### src/rtl/sico_stream_tap.sv
// Passive valid/ready stream tap feeding the SiCo recorder through a small FIFO.
// Optional drop counter enabled by defining SICO_TAP_DROPCNT_EN.
module sico_stream_tap #(
  parameter int unsigned WIDTH = 8,
  parameter int unsigned DEPTH = 4,
  parameter int unsigned CNT_W = 16
) (
  input  logic                       clk_i,
  input  logic                       rst_ni,
  input  logic                       mon_valid_i,
  input  logic                       mon_ready_i,
  input  logic [WIDTH-1:0]           mon_data_i,
  input  logic                       clear_i,
  output logic                       rec_valid_o,
  output logic [WIDTH-1:0]           rec_data_o,
  input  logic                       rec_hold_i,
  output logic [$clog2(DEPTH):0]     level_o,
  output logic                       overflow_o
`ifdef SICO_TAP_DROPCNT_EN
  ,
  output logic [CNT_W-1:0]           drop_cnt_o
`endif
);

  localparam int unsigned AW = $clog2(DEPTH);
  localparam int unsigned LW = AW + 1;

  logic [WIDTH-1:0] mem_q [DEPTH];
  logic [AW-1:0]    wr_ptr_q, wr_ptr_d;
  logic [AW-1:0]    rd_ptr_q, rd_ptr_d;
  logic [LW-1:0]    level_q, level_d;
  logic             overflow_q, overflow_d;

  logic push, pop, full, drop, wr_en;

  always_comb begin
    push  = mon_valid_i & mon_ready_i;
    pop   = (level_q != '0) & ~rec_hold_i;
    full  = (level_q == LW'(DEPTH));
    // A pop in the same cycle frees a slot, so a push into a full FIFO survives.
    drop  = push & full & ~pop;
    wr_en = push & ~drop;
  end

  always_comb begin
    wr_ptr_d = wr_en ? wr_ptr_q + AW'(1) : wr_ptr_q;
    rd_ptr_d = pop   ? rd_ptr_q + AW'(1) : rd_ptr_q;
    level_d  = level_q;
    unique case ({wr_en, pop})
      2'b10:   level_d = level_q + LW'(1);
      2'b01:   level_d = level_q - LW'(1);
      default: level_d = level_q;
    endcase
    if (drop) begin
      overflow_d = 1'b1;
    end else if (clear_i) begin
      overflow_d = 1'b0;
    end else begin
      overflow_d = overflow_q;
    end
  end

  always_ff @(posedge clk_i or negedge rst_ni) begin
    if (!rst_ni) begin
      wr_ptr_q   <= '0;
      rd_ptr_q   <= '0;
      level_q    <= '0;
      overflow_q <= 1'b0;
    end else begin
      wr_ptr_q   <= wr_ptr_d;
      rd_ptr_q   <= rd_ptr_d;
      level_q    <= level_d;
      overflow_q <= overflow_d;
    end
  end

  // Storage needs no reset: level_q gates every read.
  always_ff @(posedge clk_i) begin
    if (wr_en) begin
      mem_q[wr_ptr_q] <= mon_data_i;
    end
  end

`ifdef SICO_TAP_DROPCNT_EN
  logic [CNT_W-1:0] drop_cnt_q, drop_cnt_d, drop_cnt_base;

  // Clear applies first so a drop in the clearing cycle still counts as one.
  always_comb begin
    drop_cnt_base = clear_i ? '0 : drop_cnt_q;
    drop_cnt_d    = drop_cnt_base;
    if (drop && (drop_cnt_base != {CNT_W{1'b1}})) begin
      drop_cnt_d = drop_cnt_base + CNT_W'(1);
    end
  end

  always_ff @(posedge clk_i or negedge rst_ni) begin
    if (!rst_ni) begin
      drop_cnt_q <= '0;
    end else begin
      drop_cnt_q <= drop_cnt_d;
    end
  end

  assign drop_cnt_o = drop_cnt_q;
`endif

  assign rec_valid_o = pop;
  assign rec_data_o  = mem_q[rd_ptr_q];
  assign level_o     = level_q;
  assign overflow_o  = overflow_q;

endmodule

### config.mk
export PLATFORM = sky130hd
export DESIGN_NAME = sico_stream_tap
export DESIGN_NICKNAME = d
export VERILOG_FILES = /design/src/rtl/sico_stream_tap.sv
export SDC_FILE = /design/constraint.sdc
export NUM_CORES = 1
export LEC_CHECK = 0
export BUFFER_PORTS_ARGS = -buffer_cell sky130_fd_sc_hd__buf_2
export CORE_UTILIZATION = 58
export DETAILED_ROUTE_END_ITERATION = 7
export PLACE_DENSITY = 0.84
export RECOVER_POWER = 25
export REMOVE_ABC_BUFFERS = 1
export SYNTH_ARGS = -nofsm -noshare
export SYNTH_HDL_FRONTEND = slang
export SYNTH_SLANG_ARGS = --single-unit
### constraint.sdc
create_clock -name clk_i -period 5.1 [get_ports clk_i]
set_input_delay 0.765 -clock clk_i [delete_from_list [all_inputs] [get_ports clk_i]]
set_output_delay 0.765 -clock clk_i [all_outputs]
set_load 0.01 [all_outputs]
==> impl.org <==
** Status
- Run status :: finished, final reports clean

** Pwr
- For this design the total switching power over the nets is between 200 and 300 uW.
- Peak VDD IR :: 0.3484 mV
- Summed over all cells, the static leakage comes to 0.6942 nW.
- The share of total power dissipated in combinational logic is 30.5%.
- Registers are responsible for 52.2% of the overall power.
- For this design the ratio of total power to cell area is about 500 nW/um^2.
- Internal :: 629.6 uW
- Switching share of power :: 31.90%
- The clock network accounts for 17.3% of the total power.

** STA
- Fin crit share :: 50.18%
- Number of hold violations in the final report :: 0
- Final min period :: 2559 ps
- Slew of the pin with the lowest slew margin :: 587.5 ps
- The final-report max-slew violation count is 0.
- Setup repair after global routing left no endpoint under its margin.
- Highest Clock Rate :: about 390 MHz
- Max Clock Skew :: 14.39 ps
- Setup violations remaining at the end of the flow were counted as 0.
- Worst Hold Margin :: about 320 ps
- For the final routed database, the setup TNS stands at 0 ps.
- Slew margin rel. :: 60.83%

** Synth
- Warnings, synthesis :: 0
- Mean Syn Cell Area :: around 19 um^2
- Summing the sequential cell areas from Yosys gives 70.95% of the chip area.
- Cell area after synthesis :: roughly 1600 um^2
- The number of different library cells used by synthesis comes to 21.
- The cell count after synthesis came out at 84.
- In this run, synthesis produced a sequential element count of 40.

** Global route
- Antenna violations before repair :: 0
- Entering global routing, the biggest net connects 13 pins.
- Global route overflow :: 0
- Aggregate global-route resource usage :: 20.67%
- The first global-routing pass estimated 3795 um of wire.
- Via count of the first global-routing pass :: 755

** Run
- Across the run, the number of max-cap violations was 0.

** Drt
- In the final routed layout, each cell accounts on average for between 15 and 20 um.
- In the routed layout, each cell is associated on average with a via count of 5.664.
- After detailed routing, the total wire length is 2640 um.
- Iteration-0 DRC count of the detailed router :: 17
- The first detailed-routing pass took 4 iterations.
- In the routed design, unresolved DRC markers number 0.
- The detailed router placed 827 vias in this run.
- DRT antenna net count :: 0

** Die
- Placeable core region :: 2567 um^2
- Width of the chip :: 55.12 um
- 27 I/O pins were placed.
- Vertical die dimension :: between 50 and 60 um
- The initialized floorplan defines 18 standard-cell rows.
- The initial utilization of the core area, before any placement, comes to between 60% and 70%.
- Total Die Area :: 3038 um^2

** Setup path
- STA classifies the critical path startpoint as a register.
- The critical path is of the register to output pin type.
- Capturing element type of the critical path :: output pin
- For the worst setup path, the data arrival time is 1790 ps.
- Data required time of the critical path :: 4340 ps
- Of all nets on the critical path, the largest fanout is 10.

** Finish
- Final-stage net count :: 135
- Number of inserted diodes :: 0
- Leading cell types in the layout, fill and taps excluded :: 32 x edfxtp_1, 19 x buf_2, 8 x mux4_2, 8 x clkbuf_1, 8 x dfrtp_1
- Of the cells placed in the final design, the portion with a size suffix greater than 1 is roughly a third.
- The library cell used most frequently in the layout, excluding fill and tap cells, is edfxtp_1.
- Synthesis-to-finish area growth :: 12.31%

** Placement
- At the end of routability-driven placement, the weighted congestion stood at 0.6281.
- In this run the tool buffered the top-level ports with 26 buffer cells.
- Half-perimeter wire length after placement :: 1963 um

** Clock tree
- After clock tree synthesis, the clock-pin slew on the worst setup and hold paths is 100 ps.
- Maximum buffer depth of the clock tree :: 2
- In this run the clock root is driven by a clkbuf_4.
- The H-tree generated during clock tree synthesis spans 2 levels.
- Num CTS Buffers :: 5
- Clk sink count :: 40
- TritonCTS clock tree :: built
- Post-CTS repair changed the size of 0 cells.
- Clock network latency to the later pin of the worst-skew pair :: 350 ps
- CTS Hold Buffers Added :: 0
- The number of setup buffers added after CTS is 0.

** Hold path
- Worst hold path class :: input pin to async pin
per-layer routing:
metal  part of all wire (%)  GRT usage [%]
met5                      0              0
met4                    2.7          13.75
met3                    5.0          6.557
met2                     55          33.13
met1                     38          23.68
cell usage after synthesis, drive strengths merged:
cell | count | area, um^2
o22ai | 1 | 6.260
xor2 | 4 | 35.03
clkbuf | 1 | 5.000
edfxtp | 32 | 960.9
nor2 | 3 | 13.77
mux2i | 1 | 10.01
mux2 | 1 | 15.01
dfrtp | 8 | 200.2
nor3b | 1 | 7.510
inv | 7 | 26.28
ha | 5 | 62.56
buf | 1 | 11.26
fa | 1 | 20.02
xnor2 | 2 | 17.52
and2 | 4 | 30.03
nand3 | 1 | 5.000
mux4 | 8 | 180.2
a31oi | 1 | 21.27
nor3 | 1 | 5.000
nand2 | 1 | 3.750
state kept, by name, summed over array words and instances, names as in the netlist:
signal,count
mem_q,32
wr_ptr_q,2
rd_ptr_q,2
level_o,3
overflow_o,1
through the flow:
stage / total power, mW / area (um^2) / std cells / utilization (%) / setup slack (ps)
after floorplan: 0.6722 / 1620 / 82 / - / 2956
after global placement: 0.7573 / 1788 / 138 / 69.64 / 2832
after detailed placement: 0.7808 / 1788 / 138 / 69.64 / 2780
after CTS: 0.9356 / 1847 / 146 / 71.93 / 2506
after global routing: 0.9809 / 1838 / 146 / 71.59 / 2417
final: 0.9246 / 1838 / 146 / 71.59 / 2541
final cells by class:
class	instances	area (um^2)
Sequential cell	40	1161
Fill cell	177	729.5
Multi-Input combinational cell	35	432.9
Timing Repair Buffer	26	121.4
Clock buffer	7	55.05
Tap cell	30	37.54
Inverter	7	26.28
Clock inverter	1	3.754
power groups by stage:
stage               Combinational [mW]  Sequential, mW  Clock [mW]
CTS                              0.289           0.484       0.163
floorplan                        0.194           0.478           0
global placement                 0.273           0.484           0
global route                     0.314           0.492       0.175
detailed placement               0.289           0.492           0
finish                           0.282           0.483       0.160
worst max-delay path: stages (launching register included):
cell,delay [ps]
dfrtp_1,730
mux4_2,580
buf_2,150
cell families after synthesis:
family,Yosys count,share of synthesized area [%]
fa+ha+maj,6,5.046
mux,10,12.54
buf+inv,9,2.599
simple gates,11,3.975
xor+xnor,6,3.211
compound gates,2,1.682
flops,40,70.95
final timing paths:
| path | endpoint | slack, ps | cells after the start | start |
|---|---|---|---|---|
| worst max register to register | level_o[2] | 3090 | 8 | level_o[2] |
| worst max-delay path | rec_data_o[6] | 2540 | 2 | rd_ptr_q[0] |
| max in group asynchronous | level_o[1] | 4470 | 1 | rst_ni |
| min in group clk_i | overflow_o | 540 | 2 | overflow_o |
| worst min-delay path | level_o[2] | 320 | 1 | rst_ni |
| worst min register to register | overflow_o | 540 | 2 | overflow_o |
(Power assumes the default switching activity.)
